$ cat src/rtl/div_defs.sv
// Shared definitions for the sequential divider: state encodings and result constants.
package div_defs;

    localparam int DIV_WIDTH = 32;
    localparam int DIV_CNT_W = 6;
    localparam logic [DIV_WIDTH-1:0] DBZ_QUOT = {DIV_WIDTH{1'b1}};

    typedef enum logic [1:0] {
        S_IDLE  = 2'd0,
        S_SETUP = 2'd1,
        S_ITER  = 2'd2,
        S_FIX   = 2'd3
    } state_t;

endpackage

$ cat src/rtl/sub33_borrow.sv
// Combinational subtractor built as a + ~b + 1; borrow is the inverted carry out.
module sub33_borrow #(
    parameter int W = 33
) (
    input  logic [W-1:0] a,
    input  logic [W-1:0] b,
    output logic [W-1:0] diff,
    output logic         borrow
);

    logic [W:0] sum;

    assign sum    = {1'b0, a} + {1'b0, ~b} + {{W{1'b0}}, 1'b1};
    assign diff   = sum[W-1:0];
    assign borrow = ~sum[W];

endmodule

$ cat src/rtl/seq_div32.sv
// Multi-cycle restoring divider: one quotient bit per cycle through a shared subtractor,
// with sign handling on either side of the unsigned magnitude loop.
module seq_div32
    import div_defs::*;
#(
    parameter int WIDTH = DIV_WIDTH,
    parameter int CNT_W = DIV_CNT_W
) (
    input  logic             clk,
    input  logic             rst,
    input  logic             start,
    input  logic             is_signed,
    input  logic [WIDTH-1:0] dividend,
    input  logic [WIDTH-1:0] divisor,
    output logic             busy,
    output logic             done,
    output logic             dbz,
    output logic [WIDTH-1:0] quotient,
    output logic [WIDTH-1:0] remainder
);

    state_t           state, state_nxt;
    logic [CNT_W-1:0] cnt;
    logic [WIDTH-1:0] a_q;       // dividend, then shifted into the quotient
    logic [WIDTH-1:0] d_q;
    logic [WIDTH-1:0] p_q;       // partial remainder
    logic             signed_q;
    logic             sign_q;
    logic             sign_r;
    logic             dbz_pend;
    logic             accept;

    logic [WIDTH:0]   shifted;
    logic [WIDTH:0]   trial;
    logic             sub_borrow;
    logic             q_bit;

    function automatic logic [WIDTH-1:0] negate(input logic [WIDTH-1:0] x);
        return ~x + WIDTH'(1);
    endfunction

    assign shifted = {p_q, a_q[WIDTH-1]};

    sub33_borrow #(.W(WIDTH + 1)) u_sub (
        .a      (shifted),
        .b      ({1'b0, d_q}),
        .diff   (trial),
        .borrow (sub_borrow)
    );

    // A kept difference must also fit the WIDTH-bit remainder register.
    assign q_bit = ~sub_borrow & ~trial[WIDTH];

    always_ff @(posedge clk) begin
        if (rst) state <= S_IDLE;
        else     state <= state_nxt;
    end

    // NOTE: every comb output gets a default first so no path leaves it unassigned (no latch).
    always_comb begin
        state_nxt = state;
        case (state)
            S_IDLE:  if (start) state_nxt = (divisor == '0) ? S_FIX : S_SETUP;
            S_SETUP: state_nxt = S_ITER;
            S_ITER:  if (cnt == CNT_W'(WIDTH - 1)) state_nxt = S_FIX;
            S_FIX:   state_nxt = S_IDLE;
            default: state_nxt = S_IDLE;
        endcase
    end

    always_comb begin
        accept = 1'b0;
        busy   = 1'b0;
        if (state == S_IDLE) accept = start;
        else                 busy   = ~dbz_pend;
    end

    // NOTE: state registers use non-blocking assignments so every update sees pre-edge values.
    always_ff @(posedge clk) begin
        if (rst) begin
            cnt       <= '0;
            a_q       <= '0;
            d_q       <= '0;
            p_q       <= '0;
            signed_q  <= 1'b0;
            sign_q    <= 1'b0;
            sign_r    <= 1'b0;
            dbz_pend  <= 1'b0;
            done      <= 1'b0;
            dbz       <= 1'b0;
            quotient  <= '0;
            remainder <= '0;
        end else begin
            done <= 1'b0;
            case (state)
                S_IDLE: begin
                    if (accept) begin
                        a_q      <= dividend;
                        d_q      <= divisor;
                        signed_q <= is_signed;
                        dbz_pend <= (divisor == '0);
                        dbz      <= 1'b0;
                    end
                end
                S_SETUP: begin
                    if (signed_q && a_q[WIDTH-1]) a_q <= negate(a_q);
                    if (signed_q && d_q[WIDTH-1]) d_q <= negate(d_q);
                    sign_q <= signed_q & (a_q[WIDTH-1] ^ d_q[WIDTH-1]);
                    sign_r <= signed_q & a_q[WIDTH-1];
                    p_q    <= '0;
                    cnt    <= '0;
                end
                S_ITER: begin
                    a_q <= {a_q[WIDTH-2:0], q_bit};
                    p_q <= q_bit ? trial[WIDTH-1:0] : shifted[WIDTH-1:0];
                    cnt <= cnt + CNT_W'(1);
                end
                S_FIX: begin
                    done <= 1'b1;
                    if (dbz_pend) begin
                        dbz       <= 1'b1;
                        quotient  <= DBZ_QUOT;
                        remainder <= a_q;
                    end else begin
                        quotient  <= sign_q ? negate(a_q) : a_q;
                        remainder <= sign_r ? negate(p_q) : p_q;
                    end
                end
                default: ;
            endcase
        end
    end

endmodule
$ cat config.mk
export PLATFORM = sky130hd
export DESIGN_NAME = seq_div32
export DESIGN_NICKNAME = d
export VERILOG_FILES = /design/src/rtl/div_defs.sv /design/src/rtl/sub33_borrow.sv /design/src/rtl/seq_div32.sv
export SDC_FILE = /design/constraint.sdc
export NUM_CORES = 1
export LEC_CHECK = 0
export BUFFER_PORTS_ARGS = -buffer_cell sky130_fd_sc_hd__buf_2
export CORE_MARGIN = 1.5
export CORE_UTILIZATION = 60
export CTS_CLUSTER_DIAMETER = 60
export CTS_CLUSTER_SIZE = 8
export DETAILED_ROUTE_END_ITERATION = 6
export GPL_ROUTABILITY_DRIVEN = 1
export PLACE_DENSITY = 0.87
export RECOVER_POWER = 25
export SYNTH_ARGS = -nofsm -noshare
export SYNTH_HDL_FRONTEND = slang
export SYNTH_HIERARCHICAL = 1
export SYNTH_SLANG_ARGS = --single-unit
$ cat constraint.sdc
create_clock -name clk -period 4.9 [get_ports clk]
set_input_delay 0.245 -clock clk [delete_from_list [all_inputs] [get_ports clk]]
set_output_delay 0.245 -clock clk [all_outputs]
set_load 0.02 [all_outputs]
==> results.yml, run 1 <==
cells_and_area:
  nets: 1724
  stdcell_area_um2: 13250
  drive_above_1_share: 0.1217
  n_antenna_cell: 0
  filler_cell_count: 1656
  area_growth_pct: 10.04
routing:
  routedWlPerCell_um: 19.20
  avgViaCountPerCell: 6.628
  drt_iter0_drc: 1245
  drtAntennaViolNets: 0
  drt-total-wl_um: 36330
  detailroute.via_count: 12540
  route.detailed.drc: 0
  dr.pass1.iters: 6
global_routing:
  antenna_found_initial: 0
  grt_usage: 0.3406
  grt-ovfl-total: 0
  grt_max_degree: 81
  first_global_vias: 11400
  grt_pass1_wl_um: 56970
logic_synthesis:
  synth_fa_ha_area_frac: 0.04427
  ys_seq_area_frac: 0.2893
  synthXorXnorAreaFrac: 0.06766
  synth-main-ff-cell: "dfxtp_1"
  synth_area_leaders: "dfxtp_1 29%, nor2_1 5.6%, ha_1 4.3%"
  syn_area_um2: 12040
  yosys.area_share.simple: 0.2282
  synth_mux_area_frac: 0.05259
  yosysTopAreaCell: "dfxtp_1"
  synth_top_family_by_area: "compound AO/OA/AOI/OAI gates"
  yosys_warnings: 6
  synth_cells: 1571
  yosysUniqueCellTypes: 79
  synth_edf_count: 0
  synth_compound_area_frac: 0.2562
  synth_top_area_frac: 0.2893
  synth_area_per_cell_um2: 7.663
  syn-num-nets: 1681
  ys_ff_latch: 174
  synth-async-reset-ratio: 0
min_path:
  hp-class: "in -> reg"
placement:
  place_congestion: 0.9357
  place_area_um2: 12720
  dp_hpwl_um: 25150
  io_buffers: 134
worst_setup_path:
  worstSetupStartpointType: "flip-flop"
  r2r-start: "a_q[31]"
  regToRegSetupSlack_ns: 1.07
  worstPathMaxFanout: 35
  required_ns: 5.19
  arrival_ns: 4.12
  critical_path_class: "reg -> reg"
  end_kind: "flip-flop"
  crit_end: "p_q[29]"
  worstSetupStartpoint: "a_q[31]"
  r2r-end: "p_q[29]"
  r2r.worst_path.cells: 15
clock_network:
  cts_root_buffer: "clkbuf_16"
  cts_sinks: 174
  htree_levels: 4
  clkLatencyLatePin_ns: 0.44
  cts_resized: 0
  cts-hold-fix-buffers: 0
  cts.reportedPaths.clkPinSlew_ns: 0.07
  post_cts_buffers: 0
  clk_path_buf_depth: 2
  cts_tree: "built"
  cts_buffers: 17
sta:
  tightestPinTransition_ns: 1.020
  slew-limit-headroom: 0.3200
  min_period_ns: 3.832
  post-route-period-util: 0.7819
  slew_violations: 0
  fmax_mhz: 261.0
  timing.final.hold_violations: 0
  finalClockSkew_ns: 0.01163
  rsz0062_at_grt: "no"
  worst_hold_slack_ns: 0.05675
  finalSetupViolCount: 0
  fin_tns_setup_ns: 0
pwr:
  intPower_w: 0.004398
  power.switching_w: 0.004624
  clkPwrFrac: 0.156
  peakVddDrop_mv: 0.4489
  leakage_nw: 5.084
  combPwrFrac: 0.591
  pwr-share-seq: 0.252
  powerDensity_nw_per_um2: 681.0
  finalPower_w: 0.009022
  swShare: 0.5125
floorplan:
  rows: 51
  start_util: 0.6145
  die_area_um2: 20920
  core-area_um2: 19590
  die_height_um: 144.7
  boundaryPins: 135
  die-width_um: 144.7
job:
  cap_violations: 0
outcome:
  status: "complete, no violations"
==> state kept, by name (all words and copies together) (netlist names) <==
signal	cells
p_q	32
cnt	6
sign_q	1
quotient	32
d_q	32
remainder	32
state	2
signed_q	1
a_q	32
sign_r	1
dbz_pend	1
dbz	1
done	1
==> layer usage <==
| metal | part of all wire | up-vias | wire, µm | track usage |
|---|---|---|---|---|
| met5 | 0 | - | 0 | 0 |
| met4 | 0.039 | 0 | 1410 | 0.1621 |
| met3 | 0.088 | 128 | 3196 | 0.05199 |
| met2 | 0.46 | 756 | 16600 | 0.5515 |
| met1 | 0.42 | 5831 | 15130 | 0.4451 |
| li1 | - | 5826 | - | - |
==> critical path: stages, from the launching register on <==
cell and delay, ns:
dfxtp_1 0.48, inv_1 0.08, ha_1 0.24, fa_1 0.42, nand2b_1 0.20, a21o_1 0.20
a31o_2 0.20, o211ai_1 0.15, a21boi_0 0.23, o22ai_1 0.19, xor2_1 0.11, nor2_2 0.11
buf_4 0.41, mux2_2 0.40, a22oi_1 0.19, nor2_1 0.06
==> cells in the mapped netlist (23+ instances only) <==
cell,number
mux2_2,34
inv_1,63
nand3_1,23
a21oi_1,92
nand2_1,115
xor2_1,54
a211oi_1,39
mux2i_1,25
nor3_1,46
ha_1,41
nand2b_1,27
nor2_1,179
dfxtp_1,174
a22oi_1,63
o21ai_0,92
xnor2_1,39
clkbuf_1,119
nor4_1,23
==> cell usage in the layout (no fill, tap or decap), types with 46 or more instances in the layout <==
cell type,count
inv_1,63
nand2_1,115
a22oi_1,63
o21ai_0,92
nor2_1,177
clkbuf_1,60
nor3_1,46
buf_2,73
dfxtp_1,173
a21oi_1,92
xor2_1,54
==> cell type report <==
type	count	area (µm²)	area share
multi-input cells	1203	7846	0.5923
clock inverters	13	151.4	0.01143
well taps	265	331.6	0.02503
clock buffers	19	452.9	0.03419
flip-flops and latches	174	3485	0.2630
inverters	66	247.7	0.01870
repair buffers	152	733.2	0.05535
==> metrics by stage <==
stage                     std cells  utilization  setup slack (ns)
after floorplan                1571            -             1.344
after global placement         1860       0.6492             1.365
after detailed placement       1860       0.6492             1.139
after CTS                      1892       0.6801             1.110
after global routing           1892       0.6762            0.9319
final                          1892       0.6762             1.069
==> worst min-delay path by stage <==
| stage | startpoint | cells after the start | endpoint |
|---|---|---|---|
| final | divisor[0] | 3 | d_q[0] |
| after global routing | divisor[0] | 3 | d_q[0] |
| after CTS | is_signed | 3 | signed_q |
| after detailed placement | remainder[9] | 2 | remainder[9] |
| after global placement | remainder[9] | 2 | remainder[9] |
| after floorplan | divisor[0] | 2 | d_q[0] |
==> power groups by stage <==
| stage | combinational, W | sequential [W] | clock [W] |
|---|---|---|---|
| after global placement | 0.00501 | 0.00225 | 0 |
| after floorplan | 0.00406 | 0.00207 | 0 |
| after detailed placement | 0.00512 | 0.00227 | 0 |
| after CTS | 0.00517 | 0.00225 | 0.00142 |
| after global routing | 0.00574 | 0.00232 | 0.00148 |
| final | 0.00534 | 0.00228 | 0.00141 |
==> logic make-up (layout without fill, tap and decap cells) <==
family / Yosys count / count (layout)
AOI/OAI and AO/OA: 458 / 458
buffers and inverters: 194 / 250
muxes: 59 / 59
xor gates and xnor gates: 93 / 93
adders and majority gates: 42 / 42
and+or+nand+nor: 550 / 550
other: 1 / 1
DFF: 174 / 174
No activity file was read; power rests on OpenSTA's default activity.
==> inputs of run 2 (changes only) <==
- CORE_UTILIZATION: 60 -> 54
- PLACE_DENSITY: 0.87 -> 0.83
- clock period: 4.9 -> 3.4 ns (I/O delays scaled with it)
==> run 2 against run 1 <==
Combinational power rose by 54%. Clock-buffer cell count decreased by 1. Sequential cell count stayed put. Via count grew 0.73%. First-iteration DRC count decreased by 1.8%. Die area rose by 11%. Register-to-register slack lost 0.98 ns. Largest power group unchanged. Final cell count up 3.8%.
==> results.yml, run 2 (synthesized netlist as in run 1, its figures left out) <==
floorplan:
  core-area_um2: 21820
  boundaryPins: 135
  die-width_um: 152.3
  die_area_um2: 23200
  rows: 54
  start_util: 0.5517
  die_height_um: 152.3
clock_network:
  cts_buffers: 17
  clk_path_buf_depth: 2
  clkLatencyLatePin_ns: 0.45
  cts_root_buffer: "clkbuf_16"
  cts.reportedPaths.clkPinSlew_ns: 0.07
  htree_levels: 4
  cts_tree: "built"
  cts_sinks: 174
cells_and_area:
  filler_cell_count: 1897
  area_growth_pct: 14.61
  fin_util: 0.6323
  layout_common_cells: "177 x nor2_1, 167 x dfxtp_1, 115 x nand2_1"
  drive_above_1_share: 0.1592
  layout_commonest_cell: "nor2_1"
  nets: 1780
  n_antenna_cell: 0
  stdcell_area_um2: 13800
global_routing:
  grt_usage: 0.3175
  grt_max_degree: 76
  first_global_vias: 11600
  grt_pass1_wl_um: 60690
  grt-ovfl-total: 0
  antenna_found_initial: 0
sta:
  finalSetupViolCount: 0
  slew-limit-headroom: 0.1991
  worst_hold_slack_ns: 0.01936
  finalClockSkew_ns: 0.01378
  fmax_mhz: 301.8
  slew_violations: 0
  timing.final.hold_violations: 0
  tightestPinTransition_ns: 1.171
  min_period_ns: 3.313
  post-route-period-util: 0.9744
worst_setup_path:
  worstPathMaxFanout: 17
  arrival_ns: 3.61
  regToRegSetupSlack_ns: 0.09
  worstSetupStartpoint: "d_q[3]"
  end_kind: "flip-flop"
  r2r-start: "d_q[3]"
  r2r-end: "p_q[2]"
  r2r.worst_path.cells: 15
  critical_path_class: "reg -> reg"
  worstSetupStartpointType: "flip-flop"
  required_ns: 3.69
pwr:
  leakage_nw: 5.383
  finalPower_w: 0.01339
  peakVddDrop_mv: 0.6810
  powerDensity_nw_per_um2: 970.6
routing:
  drt-total-wl_um: 38090
  route.detailed.drc: 0
  dr.pass1.iters: 6
  detailroute.via_count: 12630
  drtAntennaViolNets: 0
  route.top_layer_used: "met4"
  drt_iter0_drc: 1223
  wl_met2_um: 17990
  wl_met1_um: 15740
  dr_wl_met3_um: 3129
  routedWlPerCell_um: 19.41
  avgViaCountPerCell: 6.436
outcome:
  status: "complete, no violations"
placement:
  place_congestion: 0.9939
  io_buffers: 134
  place_area_um2: 13130
  dp_hpwl_um: 27560
min_path:
  min_delay_path_depth: 3
  hp-class: "in -> reg"
  hold_end: "signed_q"
  min_from: "start"
job:
  cap_violations: 0
-- run 2: cell types whose count changed in the layout (fill, tap and decap cells not counted), sizes merged --
cell | before | now
buf | 92 | 144
bufinv | 2 | 0
clkinv | 5 | 7
dlygate4sd3 | 0 | 3
inv | 69 | 70
-- run 2: per-layer routing --
| layer | track usage | up-vias |
|---|---|---|
| met4 | 0.1193 | 0 |
| met2 | 0.5242 | 629 |
| met1 | 0.4198 | 5967 |
| li1 | - | 5953 |
| met5 | 0 | - |
| met3 | 0.04636 | 84 |
-- run 2: worst max-delay path: stages (launching register included) --
cell	delay, ns
dfxtp_1	0.39
inv_1	0.09
ha_4	0.24
a21o_1	0.19
a21oi_2	0.21
a2111oi_4	0.11
a211o_2	0.35
a211oi_2	0.29
nor3_1	0.10
a2111oi_2	0.34
nor2_4	0.13
clkbuf_16	0.21
nand2_1	0.07
o21ai_0	0.10
a22oi_1	0.26
nor2_1	0.09
-- run 2: timing repair --
action / 4_1_cts / 5_1_grt
hold buffers: 3 / 0
hold endpoints to repair: 8 / 0
endpoints found under the setup margin: 0 / 33
resized for setup: 0 / 23
buffers inserted: 0 / 1
-- run 2: layout make-up --
cell class                      instances  area [µm²]  area share
Clock buffer                           18       429.2     0.03110
Sequential cell                       174        3492      0.2531
Tap cell                              280       350.3     0.02539
Timing Repair Buffer                  208        1210     0.08769
Multi-Input combinational cell       1203        7918      0.5738
Inverter                               66       247.7     0.01795
Clock inverter                         14       151.4     0.01097
-- run 2: worst max path at each step --
stage	slack [ns]	end	cells after the start
after floorplan	0.06	p_q[10]	15
after global placement	0.19	p_q[9]	13
after detailed placement	0.08	p_q[16]	13
after CTS	0.05	p_q[14]	13
after global routing	-0.03	p_q[2]	15
final	0.09	p_q[2]	15
-- run 2: report_power, final --
group / switching [W] / internal (W) / total (W) / leakage, nW
Combinational: 0.00522 / 0.00302 / 0.00824 / 3.69
Sequential: 0.000686 / 0.00250 / 0.00319 / 1.42
Clock: 0.000983 / 0.000981 / 0.00196 / 0.273
-- run 2: through the flow --
step	cells	worst slack (ns)	setup TNS, ns
finish	1963	0.08691	0
global route	1963	-0.03407	-0.09630
CTS	1960	0.05158	0
detailed placement	1925	0.07916	0
global placement	1925	0.1867	0
floorplan	1571	0.05734	0
==> inputs of run 3 (changes only) <==
- CORE_UTILIZATION: 54 -> 60
- PLACE_DENSITY: 0.83 -> 0.9
- clock period: 3.4 -> 3.1 ns (I/O delays scaled with it)
==> run 3 against run 2 <==
The run now ends with design-rule violations, negative hold slack, negative setup slack left. Routed wire length grew 14%. Combinational power grew 24%. Critical endpoint is now p_q[30]. Cell area grew 6.6%. Clock power grew 11%. Power grew 18%. Highest routed layer unchanged.
==> results.yml, run 3 (synthesized netlist as in run 1, its figures left out) <==
clock_network:
  clk_path_buf_depth: 2
  cts_root_buffer: "clkbuf_16"
  clkLatencyLatePin_ns: 0.45
  htree_levels: 4
  cts_buffers: 17
  cts_sinks: 174
  cts_tree: "built"
  cts.reportedPaths.clkPinSlew_ns: 0.08
sta:
  fin_ws_ns: -0.1597
  min_period_ns: 3.260
  rsz0062_at_grt: "yes"
  slew_violations: 0
  slew-limit-headroom: 0.5201
  tightestPinTransition_ns: 0.7144
  worst_hold_slack_ns: -0.001416
  finalClockSkew_ns: 0.01252
  finalSetupViolCount: 33
  fmax_mhz: 306.8
  timing.final.hold_violations: 1
  post-route-period-util: 1.052
floorplan:
  die_area_um2: 20920
  start_util: 0.6145
  boundaryPins: 135
  core-area_um2: 19590
  die-width_um: 144.7
  rows: 51
  die_height_um: 144.7
pwr:
  power.switching_w: 0.008166
  clkPwrFrac: 0.138
  peakVddDrop_mv: 0.5372
  leakage_nw: 5.823
  intPower_w: 0.007652
  swShare: 0.5162
  combPwrFrac: 0.646
  pwr-share-seq: 0.216
  powerDensity_nw_per_um2: 1076
outcome:
  violations: "design-rule violations, negative hold slack, negative setup slack"
  status: "complete, but fails checks"
job:
  cap_violations: 0
cells_and_area:
  layout_commonest_cell: "nor2_1"
  nets: 1845
  n_antenna_cell: 0
  fin_util: 0.7505
  drive_above_1_share: 0.2288
  layout_common_cells: "176 x nor2_1, 166 x dfxtp_1, 128 x buf_4"
  area_growth_pct: 22.13
  stdcell_area_um2: 14700
  filler_cell_count: 1355
routing:
  drtAntennaViolNets: 0
  drt_iter0_drc: 1830
  detailroute.via_count: 13890
  route.detailed.drc: 2
  drt-total-wl_um: 43420
  avgViaCountPerCell: 6.900
  routedWlPerCell_um: 21.57
  dr.pass1.iters: 7
worst_setup_path:
  crit_chain: "inv_2, ha_4, fa_2, nand2b_4, a21o_1, a31o_2, o211ai_1, a21boi_2, o22ai_2, xor2_2, nor2_4, buf_12, buf_12, mux2_2, a22oi_2, nor2_1"
  end_kind: "flip-flop"
  critical_path_class: "reg -> reg"
  worstSetupStartpointType: "flip-flop"
  crit_slowest_cell: "dfxtp_2"
  cpMostUsedCell: "buf_12"
  arrival_ns: 3.56
  worstSetupStartpoint: "a_q[31]"
  cp_slowest_stage_delay_ns: 0.36
  required_ns: 3.40
  r2r-start: "a_q[31]"
  worstPathMaxFanout: 6
global_routing:
  grt_pass1_wl_um: 62470
  grt_usage: 0.3780
  antenna_found_initial: 0
  grt_max_degree: 70
  grt-ovfl-total: 0
  first_global_vias: 12170
min_path:
  hp-class: "in -> reg"
  min_from: "divisor[18]"
placement:
  dp_hpwl_um: 27900
  place_area_um2: 13570
  io_buffers: 134
  place_congestion: 0.9900
## run 3: cell count changes in the layout (fill, tap and decap cells not counted), moves of 8 or more
cell and delta:
clkbuf_1 -8, a21oi_1 -8, a21oi_2 +8, buf_4 +59, a22oi_1 -32, mux2_4 +16
a22oi_2 +32, mux2_2 -16
## run 3: worst max-delay path, delay by kind of cell (launching register included)
family                     cells  cell delay (ns)
and+or+nand+nor                3             0.38
AOI/OAI and AO/OA              6             1.02
buffers and inverters          3             0.33
DFF                            1             0.36
xor gates and xnor gates       1             0.12
muxes                          1             0.36
adders and majority gates      2             0.54
## run 3: power groups by stage
stage | registers [W] | clock network [W] | logic (W)
after floorplan | 0.00327 | 0 | 0.00642
after global placement | 0.00337 | 0 | 0.00891
after detailed placement | 0.00340 | 0 | 0.00916
after CTS | 0.00338 | 0.00216 | 0.00938
after global routing | 0.00348 | 0.00227 | 0.0108
final | 0.00342 | 0.00218 | 0.0102
## run 3: layer usage
layer | routed length (µm) | vias to the layer above | GRT usage
li1 | - | 6078 | -
met1 | 15810 | 6342 | 0.4737
met2 | 19640 | 1165 | 0.6099
met3 | 4786 | 305 | 0.06680
met4 | 3188 | 0 | 0.2222
met5 | 0 | - | 0
## run 3: timing repair
item | 4_1_cts | 5_1_grt
resized for setup | 17 | 89
setup buffers | 2 | 7
endpoints found under the hold margin | 1 | 0
setup endpoints to repair | 23 | 33
gates cloned | 1 | 2
hold buffers | 2 | 0
pin swaps | 0 | 22
## run 3: stage by stage
step / hold slack [ns] / setup slack (ns) / setup TNS [ns] / std cells / total power, W
final: -0.001416 / -0.1597 / -2.635 / 2013 / 0.01582
after global routing: 0.03998 / -0.2807 / -7.519 / 2013 / 0.01659
after CTS: 0.01089 / 0.002379 / 0 / 2004 / 0.01492
after detailed placement: 0.4176 / -0.04374 / -0.1432 / 1967 / 0.01256
after global placement: 0.4095 / 0.02966 / 0 / 1967 / 0.01227
after floorplan: 0.2910 / 0.002976 / 0 / 1571 / 0.009684
## run 3: path summary, 6_finish.rpt
| path | endpoint | slack, ns | cells after the start |
|---|---|---|---|
| worst min-delay path | d_q[18] | -0.001 | 3 |
| worst max-delay path | p_q[30] | -0.16 | 16 |
| worst max register to register | p_q[30] | -0.16 | 16 |
| worst min register to register | quotient[29] | 0.49 | 2 |
## run 3: layout make-up
| type | instances | area [µm²] | area share |
|---|---|---|---|
| sequential | 174 | 3493 | 0.2376 |
| timing repair buffer | 273 | 1777 | 0.1208 |
| multi-input combinational | 1203 | 8265 | 0.5622 |
| tap | 265 | 331.6 | 0.02255 |
| clock inverter | 14 | 148.9 | 0.01013 |
| inverter | 66 | 247.7 | 0.01685 |
| clock buffer | 18 | 439.2 | 0.02987 |
